### src/rtl/squash_input_conditioner_if.sv
// Button-side and game-core-side signals of the squash input conditioner.
// The master drives raw buttons; the slave returns the conditioned controls.
interface squash_input_conditioner_if;
    logic btn_up_n;
    logic btn_down_n;
    logic btn_pause_n;
    logic btn_new_game_n;
    logic up_key_n;
    logic down_key_n;
    logic pause_n;
    logic new_game_n;

    modport master (
        output btn_up_n,
        output btn_down_n,
        output btn_pause_n,
        output btn_new_game_n,
        input  up_key_n,
        input  down_key_n,
        input  pause_n,
        input  new_game_n
    );

    modport slave (
        input  btn_up_n,
        input  btn_down_n,
        input  btn_pause_n,
        input  btn_new_game_n,
        output up_key_n,
        output down_key_n,
        output pause_n,
        output new_game_n
    );
endinterface

### src/rtl/squash_input_conditioner.sv
// Synchronises and debounces the four raw squash buttons, then derives a latched
// pause toggle and a one-cycle new-game strobe. DEBOUNCE_CYCLES must be 2..2^CNT_W-1.
module squash_input_conditioner #(
    parameter int unsigned DEBOUNCE_CYCLES = 250000,
    parameter int unsigned CNT_W           = 18
) (
    input  logic                       clk,
    input  logic                       reset,
    squash_input_conditioner_if.slave  bus
);

    localparam int unsigned N_CH     = 4;
    localparam int unsigned CH_UP    = 0;
    localparam int unsigned CH_DOWN  = 1;
    localparam int unsigned CH_PAUSE = 2;
    localparam int unsigned CH_NEW   = 3;
    localparam logic [CNT_W-1:0] CNT_LAST = CNT_W'(DEBOUNCE_CYCLES - 1);

    logic [N_CH-1:0] raw_n;
    logic [N_CH-1:0] db;

    assign raw_n = {bus.btn_new_game_n, bus.btn_pause_n, bus.btn_down_n, bus.btn_up_n};

    for (genvar g = 0; g < N_CH; g++) begin : g_ch
        logic             s1_q, s1_d;
        logic             s2_q, s2_d;
        logic             db_q, db_d;
        logic [CNT_W-1:0] cnt_q, cnt_d;

        // Level is accepted only after DEBOUNCE_CYCLES consecutive disagreeing samples.
        always_comb begin
            s1_d  = raw_n[g];
            s2_d  = s1_q;
            db_d  = db_q;
            cnt_d = '0;
            if (s2_q != db_q) begin
                if (cnt_q == CNT_LAST) begin
                    db_d = s2_q;
                end else begin
                    cnt_d = cnt_q + CNT_W'(1);
                end
            end
        end

        always_ff @(posedge clk) begin
            if (reset) begin
                s1_q  <= 1'b1;
                s2_q  <= 1'b1;
                db_q  <= 1'b1;
                cnt_q <= '0;
            end else begin
                s1_q  <= s1_d;
                s2_q  <= s2_d;
                db_q  <= db_d;
                cnt_q <= cnt_d;
            end
        end

        assign db[g] = db_q;
    end

    logic pause_prev_q, pause_prev_d;
    logic new_prev_q,   new_prev_d;
    logic pause_n_q,    pause_n_d;
    logic new_game_n_q, new_game_n_d;
    logic pause_press;
    logic new_press;

    // Press = debounced 1->0; new game wins over a coincident pause press.
    always_comb begin
        pause_press  = pause_prev_q & ~db[CH_PAUSE];
        new_press    = new_prev_q & ~db[CH_NEW];
        pause_prev_d = db[CH_PAUSE];
        new_prev_d   = db[CH_NEW];
        new_game_n_d = ~new_press;
        pause_n_d    = pause_n_q;
        if (new_press) begin
            pause_n_d = 1'b1;
        end else if (pause_press) begin
            pause_n_d = ~pause_n_q;
        end
    end

    always_ff @(posedge clk) begin
        if (reset) begin
            pause_prev_q <= 1'b1;
            new_prev_q   <= 1'b1;
            pause_n_q    <= 1'b1;
            new_game_n_q <= 1'b1;
        end else begin
            pause_prev_q <= pause_prev_d;
            new_prev_q   <= new_prev_d;
            pause_n_q    <= pause_n_d;
            new_game_n_q <= new_game_n_d;
        end
    end

    assign bus.up_key_n   = db[CH_UP];
    assign bus.down_key_n = db[CH_DOWN];
    assign bus.pause_n    = pause_n_q;
    assign bus.new_game_n = new_game_n_q;

endmodule

### src/flat_wrapper.sv
// flat-port wrapper written by rule: the top's interface ports become plain ports
module squash_input_conditioner_flat 
#(
    parameter int unsigned DEBOUNCE_CYCLES = 250000,
    parameter int unsigned CNT_W           = 18
)
  (clk, reset, bus_btn_up_n, bus_btn_down_n, bus_btn_pause_n, bus_btn_new_game_n, bus_up_key_n, bus_down_key_n, bus_pause_n, bus_new_game_n);
  squash_input_conditioner_if bus_i ();
  input  logic clk;
  input  logic reset;
  input wire logic [$bits(bus_i.btn_up_n)-1:0] bus_btn_up_n;
  input wire logic [$bits(bus_i.btn_down_n)-1:0] bus_btn_down_n;
  input wire logic [$bits(bus_i.btn_pause_n)-1:0] bus_btn_pause_n;
  input wire logic [$bits(bus_i.btn_new_game_n)-1:0] bus_btn_new_game_n;
  output wire logic [$bits(bus_i.up_key_n)-1:0] bus_up_key_n;
  output wire logic [$bits(bus_i.down_key_n)-1:0] bus_down_key_n;
  output wire logic [$bits(bus_i.pause_n)-1:0] bus_pause_n;
  output wire logic [$bits(bus_i.new_game_n)-1:0] bus_new_game_n;
  assign bus_i.btn_up_n = bus_btn_up_n;
  assign bus_i.btn_down_n = bus_btn_down_n;
  assign bus_i.btn_pause_n = bus_btn_pause_n;
  assign bus_i.btn_new_game_n = bus_btn_new_game_n;
  assign bus_up_key_n = bus_i.up_key_n;
  assign bus_down_key_n = bus_i.down_key_n;
  assign bus_pause_n = bus_i.pause_n;
  assign bus_new_game_n = bus_i.new_game_n;
  squash_input_conditioner #(.DEBOUNCE_CYCLES(DEBOUNCE_CYCLES), .CNT_W(CNT_W)) u_core (.clk(clk), .reset(reset), .bus(bus_i));
endmodule
### config.mk
export PLATFORM = sky130hd
export DESIGN_NAME = squash_input_conditioner_flat
export DESIGN_NICKNAME = d
export VERILOG_FILES = /design/src/rtl/squash_input_conditioner_if.sv /design/src/rtl/squash_input_conditioner.sv /design/src/flat_wrapper.sv
export SDC_FILE = /design/constraint.sdc
export NUM_CORES = 1
export LEC_CHECK = 0
export CORE_MARGIN = 4
export CORE_UTILIZATION = 45
export CTS_BUF_LIST = sky130_fd_sc_hd__clkbuf_4 sky130_fd_sc_hd__clkbuf_8
export CTS_CLUSTER_DIAMETER = 30
export CTS_CLUSTER_SIZE = 30
export DETAILED_ROUTE_END_ITERATION = 8
export DONT_BUFFER_PORTS = 1
export HOLD_SLACK_MARGIN = 0.08
export PLACE_DENSITY = 0.64
export SKIP_LAST_GASP = 1
export SLEW_MARGIN = 20
export SYNTH_ARGS = -nofsm -noshare
export SYNTH_HDL_FRONTEND = slang
export SYNTH_SLANG_ARGS = --single-unit
### constraint.sdc
create_clock -name clk -period 4.9 [get_ports clk]
set_clock_uncertainty 0.15 [all_clocks]
set_input_delay 0.245 -clock clk [delete_from_list [all_inputs] [get_ports clk]]
set_output_delay 0.245 -clock clk [all_outputs]
set_load 0.02 [all_outputs]
==> impl_metrics.csv, run 1 <==
group,metric,value,unit
yosys,synth_flop_cell,"dfxtp_1",
worst_setup_path,cp.arrival,2.45,ns
grt,grt_pass1_vias,2662,
routing,drcViolationCount,0,
finish,syn_to_final_growth,8.76,%
sta,tightest_slew,0.711,ns
power_and_ir_drop,irDropWorstVdd,0.152,mV
power_and_ir_drop,power.leakage,1.15,nW
sta,clock.fmax,0.419,GHz
routing,drt.antenna.violating_nets,0,
grt,grt_usage,14.3,%
clock_tree,numCtsBuffers,9,
clock_tree,cts.htree.levels,3,
routing,routed_wl,6720,um
clock_tree,path_clk_slew,0.09,ns
yosys,yosys.area.top_type,"dfxtp_1",
clock_tree,cts_tree,"built",
sta,final-setup-viol-count,0,
worst_setup_path,required,4.97,ns
sta,holdWs,0.147,ns
finish,drive_gt1_share,7.57,%
hold_path,whs_path_depth,3,
sta,setup-tns-final,0,ns
yosys,netlist_area,3760,sq um
clock_tree,cts_num_sinks,88,
routing,vias,2826,
sta,hold_violations,0,
placement,portBuffers,0,
placement,gp_congestion,0.755,
yosys,yosys-top-cells-area,"dfxtp_1 (47%), xnor2_1 (12%), nor2_1 (8.4%), nor4_1 (4.0%), nand4_1 (3.3%)",
placement,dpl.hpwl,4560,um
power_and_ir_drop,powerDensity,305,nW/um^2
die,coreArea,8180,sq um
grt,grt_start_max_net_pins,21,
yosys,synth_top_area_share,46.9,%
die,die-area,9880,sq um
sta,relSlewSlack,52.6,%
sta,period_share,48.7,%
routing,wl_per_cell,12.4,um
yosys,async_flop_share,0,%
die,start_util,46.0,%
routing,dr.pass1.iters,4,
worst_setup_path,r2r_cells,5,
yosys,avgSynthCellArea,8.78,sq um
finish,num-fill-cells,784,
clock_tree,root_buffer,"clkbuf_8",
worst_setup_path,end_kind,"register",
finish,n_antenna_cell,0,
worst_setup_path,startpoint_type,"register",
yosys,synth-edff-count,0,
routing,drtIter0Drc,75,
grt,antenna_found_initial,0,
sta,fin_crit,2.39,ns
yosys,synth-seq-area-share,46.9,%
flow_run,cap_violations,0,
power_and_ir_drop,power,1.25,mW
sta,drv_slew,0,
worst_setup_path,path_class,"reg -> reg",
die,die_h,99.4,um
yosys,syn-instance-count,428,
routing,viasPerCell,5.22,
worst_setup_path,critPathMaxFanout,18,
die,die_w,99.4,um
clock_tree,clk_path_buf_depth,2,
clock_tree,clock_latency,0.35,ns
yosys,synth_fp_nets,438,
hold_path,hp-class,"in -> reg",
grt,overflow,0,
yosys,synth-seq-cells,88,
grt,grt_pass1_wl,11600,um
die,row_count,33,
outcome,outcome,"finished clean",
die,ios,10,
yosys,netlist-cell-type-count,36,
yosys,yosys_warnings,0,
finish,final_net_count,441,
sta,rsz0062_at_grt,"no",
==> sequential cells by signal, indices dropped and copies added (netlist names) <==
| signal | cells |
|---|---|
| u_core.pause_prev_q | 1 |
| u_core.g_ch.s1_q | 4 |
| u_core.bus.down_key_n | 1 |
| u_core.bus.new_game_n | 1 |
| u_core.g_ch.s2_q | 4 |
| u_core.g_ch.db_q | 2 |
| u_core.bus.up_key_n | 1 |
| u_core.new_prev_q | 1 |
| u_core.g_ch.cnt_q | 72 |
| u_core.bus.pause_n | 1 |
==> Yosys cell counts (2+ instances only) <==
master and instances:
a21oi_1 9, and3_1 3, and4_1 2, buf_2 3, buf_4 2, clkbuf_1 8
dfxtp_1 88, ha_1 4, inv_1 15, nand2_1 16, nand2b_1 2, nand3_1 22
nand3_2 3, nand4_1 20, nor2_1 84, nor3_1 16, nor4_1 24, o21ai_0 4
o21ai_2 2, o31a_1 2, o31ai_1 4, or2_2 10, or3_1 2, or4_1 12
xnor2_1 50, xor2_1 11
==> worst paths after layout <==
check,end,slack [ns],from
min reg2reg,u_core.bus.new_game_n,0.26,u_core.new_prev_q
max,u_core.g_ch[0].cnt_q[2],2.51,u_core.g_ch[0].cnt_q[0]
max reg2reg,u_core.g_ch[0].cnt_q[2],2.51,u_core.g_ch[0].cnt_q[0]
min,u_core.g_ch[1].cnt_q[1],0.15,reset
==> cell families (layout without fill, tap and decap cells) <==
family	count (synthesis)	after routing	synth area share, %
AOI/OAI and AO/OA	26	26	4.40
adders and majority gates	4	4	1.33
xor gates and xnor gates	61	61	14.2
buffers and inverters	28	36	3.10
DFF	88	88	46.9
and+or+nand+nor	221	221	30.1
==> power by group <==
part | internal (mW) | total, mW | switching (mW)
combinational | 0.00670 | 0.0163 | 0.00956
clock | 0.252 | 0.511 | 0.260
sequential | 0.718 | 0.721 | 0.00218
==> what timing repair did <==
action,4_1_cts,5_1_grt
endpoints found under the hold margin,19,0
buffers inserted,0,0
hold buffers,5,0
gates resized for setup,0,0
==> layout by cell type (no fill, tap or decap), drive strengths merged, types with 5 or more instances in the layout <==
cell type | synthesis | final
xnor2 | 50 | 50
or4 | 12 | 12
nor3 | 16 | 16
nor4 | 24 | 24
a21oi | 9 | 9
inv | 15 | 16
nand2 | 16 | 16
nand3 | 25 | 25
o21ai | 7 | 7
dfxtp | 88 | 88
nand4 | 21 | 21
xor2 | 11 | 11
clkbuf | 8 | 10
nor2 | 84 | 84
or2 | 10 | 10
dlygate4sd3 | 0 | 5
==> metal layers <==
metal	global-route usage (%)	part of all wire (%)	vias up
li1	-	-	1499
met1	17.8	48	1285
met2	23.3	46	33
met3	2.95	3.5	9
met4	7.14	1.9	0
met5	0	0	-
==> per-stage QoR <==
step / util (%) / area (sq um) / setup WS, ns / cells
2_1_floorplan: - / 3760 / 2.85 / 428
3_3_place_gp: 46.8 / 3830 / 2.54 / 520
3_5_place_dp: 46.8 / 3830 / 2.47 / 520
4_1_cts: 49.9 / 4080 / 2.49 / 541
5_1_grt: 50.0 / 4090 / 2.30 / 541
6_report: 50.0 / 4090 / 2.51 / 541
==> area by class of cell <==
class,count,area [sq um],area share [%]
multi-input combinational,312,1880,46.1
sequential,88,1760,43.1
clock buffer,10,138,3.37
tap,105,131,3.21
clock inverter,6,66.3,1.62
inverter,15,56.3,1.38
timing repair buffer,5,50.0,1.22
==> worst max-delay path, stage by stage, from the launching register on <==
cell and delay, ns:
dfxtp_1 0.39, ha_1 0.22, nand3_2 0.20, or4_1 0.58, o21ai_2 0.59, nor2_1 0.12
Note: power is estimated with default switching activity, not from simulation.
==> run 2, diff against run 1 <==
Settings changed: ABC_AREA from default to 1.
Clock period 4.9 ns to 2.3 ns, I/O delays scaled along.
==> run 2 against run 1 <==
Largest power group unchanged; via count rose by 20%; synthesized cell count rose by 36%; flip-flop and latch count did not move; routed wire length rose by 11%; global-route usage barely moved; largest cell class unchanged.
==> impl_metrics.csv, run 2 <==
group,metric,value,unit
die,row_count,34,
hold_path,whs_path_depth,2,
routing,drcViolationCount,0,
worst_setup_path,critPathMaxFanout,16,
yosys,avgSynthCellArea,7.08,sq um
clock_tree,path_clk_slew,0.09,ns
routing,vias,3395,
routing,dr.pass1.iters,4,
worst_setup_path,startpoint_type,"register",
power_and_ir_drop,power.leakage,1.40,nW
sta,drv_slew,0,
grt,antenna_found_initial,0,
yosys,async_flop_share,0,%
yosys,netlist_area,4140,sq um
worst_setup_path,required,2.38,ns
yosys,synth-seq-area-share,42.6,%
worst_setup_path,reg2reg_to,"u_core.g_ch[2].cnt_q[14]",
power_and_ir_drop,irDropWorstVdd,0.328,mV
clock_tree,post_cts_buffers,0,
yosys,netlist-cell-type-count,26,
die,start_util,46.7,%
die,die-area,10800,sq um
finish,most-common-layout-cells,"nand2_1 (152), nor2_1 (122), dfxtp_1 (88)",
sta,setup-tns-final,0,ns
grt,grt_pass1_wl,13300,um
placement,portBuffers,0,
hold_path,hp-start,"bus_btn_down_n",
routing,routed_wl,7430,um
yosys,synth_common_cells,"nand2_1 (152), nor2_1 (122), dfxtp_1 (88), inv_1 (52), nand3_1 (34)",
clock_tree,clk_path_buf_depth,2,
sta,period_share,75.8,%
routing,drtIter0Drc,120,
power_and_ir_drop,powerDensity,563,nW/um^2
hold_path,holdPathEnd,"u_core.g_ch[1].s1_q",
routing,wl_per_cell,10.5,um
finish,drive_gt1_share,7.99,%
yosys,synth_xor_area_share,6.35,%
yosys,yosys.area.top_type,"dfxtp_1",
clock_tree,cts_num_sinks,88,
die,die_h,104,um
yosys,synth.most_common_cell,"nand2_1",
yosys,synth_fp_nets,594,
yosys,syn-instance-count,584,
finish,syn_to_final_growth,7.93,%
sta,fin_crit,1.74,ns
yosys,synth-simple-area-share,37.4,%
sta,tightest_slew,0.413,ns
finish,n_antenna_cell,0,
finish,largest_reg_flops,72,
worst_setup_path,path_class,"reg -> reg",
clock_tree,numCtsBuffers,9,
grt,grt_usage,14.3,%
sta,setup_slack,0.557,ns
yosys,yosys-top-cells-area,"dfxtp_1 (43%), nand2_1 (14%), nor2_1 (11%), inv_1 (4.7%), nand3_1 (4.1%)",
finish,top_register,"u_core.g_ch.cnt_q",
finish,num-fill-cells,874,
clock_tree,cts.htree.levels,3,
sta,hold_violations,0,
clock_tree,ctsHoldBuffers,7,
clock_tree,post_cts_resized,0,
yosys,synth_fa_ha_area_share,1.21,%
yosys,synth_flop_cell,"dfxtp_1",
placement,gp_congestion,0.857,
yosys,yosys_warnings,0,
sta,relSlewSlack,72.4,%
sta,clock.fmax,0.574,GHz
routing,viasPerCell,4.79,
grt,grt_pass1_vias,3126,
outcome,outcome,"finished clean",
grt,grt_start_max_net_pins,19,
clock_tree,cts_tree,"built",
worst_setup_path,cp.arrival,1.82,ns
die,coreArea,8850,sq um
finish,final_net_count,607,
die,ios,10,
yosys,synth-seq-cells,88,
grt,overflow,0,
worst_setup_path,end_kind,"register",
yosys,synth_top_family_by_area,"simple AND/OR/NAND/NOR gates",
worst_setup_path,r2r_cells,6,
placement,dpl.hpwl,5440,um
finish,reg.largest.list,"u_core.g_ch.cnt_q: 72 flops, u_core.g_ch.s1_q: 4 flops, u_core.g_ch.s2_q: 4 flops",
placement,preCtsSetupSlack,0.552,ns
clock_tree,clock_latency,0.35,ns
sta,rsz0062_at_grt,"no",
clock_tree,root_buffer,"clkbuf_8",
worst_setup_path,r2r-start,"u_core.g_ch[2].cnt_q[0]",
sta,final-setup-viol-count,0,
hold_path,hp-class,"in -> reg",
worst_setup_path,r2r_setup_slack,0.56,ns
flow_run,cap_violations,0,
worst_setup_path,crit_start,"u_core.g_ch[2].cnt_q[0]",
yosys,synth_compound_area_share,6.48,%
finish,final_common_cell,"nand2_1",
yosys,synthMuxAreaShare,0,%
die,die_w,104,um
yosys,synth_top_area_share,42.6,%
routing,drt.antenna.violating_nets,0,
yosys,synth-edff-count,0,
-- run 2: changes by cell type in the layout (fill, tap and decap cells not counted), moves of 8 or more --
| cell | previous run | this run |
|---|---|---|
| nand2_1 | 16 | 152 |
| xnor2_1 | 50 | 11 |
| nor2_1 | 84 | 122 |
| inv_1 | 15 | 52 |
| nor4_1 | 24 | 0 |
| a21oi_1 | 9 | 32 |
| nand4_1 | 20 | 7 |
| nor3_1 | 16 | 3 |
| nand3_1 | 22 | 34 |
| or4_1 | 12 | 0 |
| o21ai_0 | 4 | 14 |
| xor2_1 | 11 | 19 |
-- run 2: power breakdown --
part	total, mW	switching (mW)	leakage (nW)	internal [mW]
clock network	0.939	0.549	0.0735	0.390
logic	0.0382	0.0203	0.619	0.0179
registers	1.54	0.00508	0.711	1.53
total	2.51	0.574	1.40	1.94
-- run 2: critical path: stages, from the launching register on --
cell,delay (ns)
dfxtp_1,0.42
ha_1,0.21
nand2_1,0.10
nor2_4,0.14
nand2_1,0.14
o21bai_4,0.37
nor2_1,0.09
-- run 2: layer usage --
metal | global-route usage, % | part of all wire (%)
met1 | 18.3 | 51
met2 | 23.9 | 46
met3 | 2.42 | 1.9
met4 | 5.70 | 0.66
met5 | 0 | 0
-- run 2: how the worst max path moves through the flow --
stage	end	cells after the start	slack [ns]
final	u_core.g_ch[2].cnt_q[14]	6	0.56
after global routing	u_core.g_ch[2].cnt_q[11]	6	0.34
after CTS	u_core.g_ch[2].cnt_q[14]	6	0.53
after detailed placement	u_core.g_ch[2].cnt_q[9]	6	0.55
after global placement	u_core.g_ch[2].cnt_q[14]	6	0.62
after floorplan	u_core.g_ch[2].cnt_q[9]	7	0.76
-- run 2: kinds of logic after synthesis --
group / after synthesis
and+or+nand+nor: 356
DFF: 88
buffers and inverters: 58
AOI/OAI and AO/OA: 48
xor gates and xnor gates: 30
adders and majority gates: 4
-- run 2: cell type report --
cell class | count | area [sq um] | share of cell area, %
clock inverters | 6 | 47.5 | 1.07
repair buffers | 7 | 70.1 | 1.57
flip-flops and latches | 88 | 1760 | 39.5
clock buffers | 9 | 124 | 2.78
multi-input cells | 438 | 2130 | 47.6
well taps | 108 | 135 | 3.03
inverters | 53 | 199 | 4.46
-- run 2: stage by stage --
step	util (%)	std cells	hold slack, ns	instance area, sq um	total power [mW]
2_1_floorplan	-	584	0.0688	4140	1.60
3_3_place_gp	47.7	687	0.0709	4220	1.60
3_5_place_dp	47.7	687	0.0713	4220	1.60
4_1_cts	50.4	709	0.244	4460	2.55
5_1_grt	50.4	709	0.256	4460	2.61
6_report	50.4	709	0.255	4460	2.51
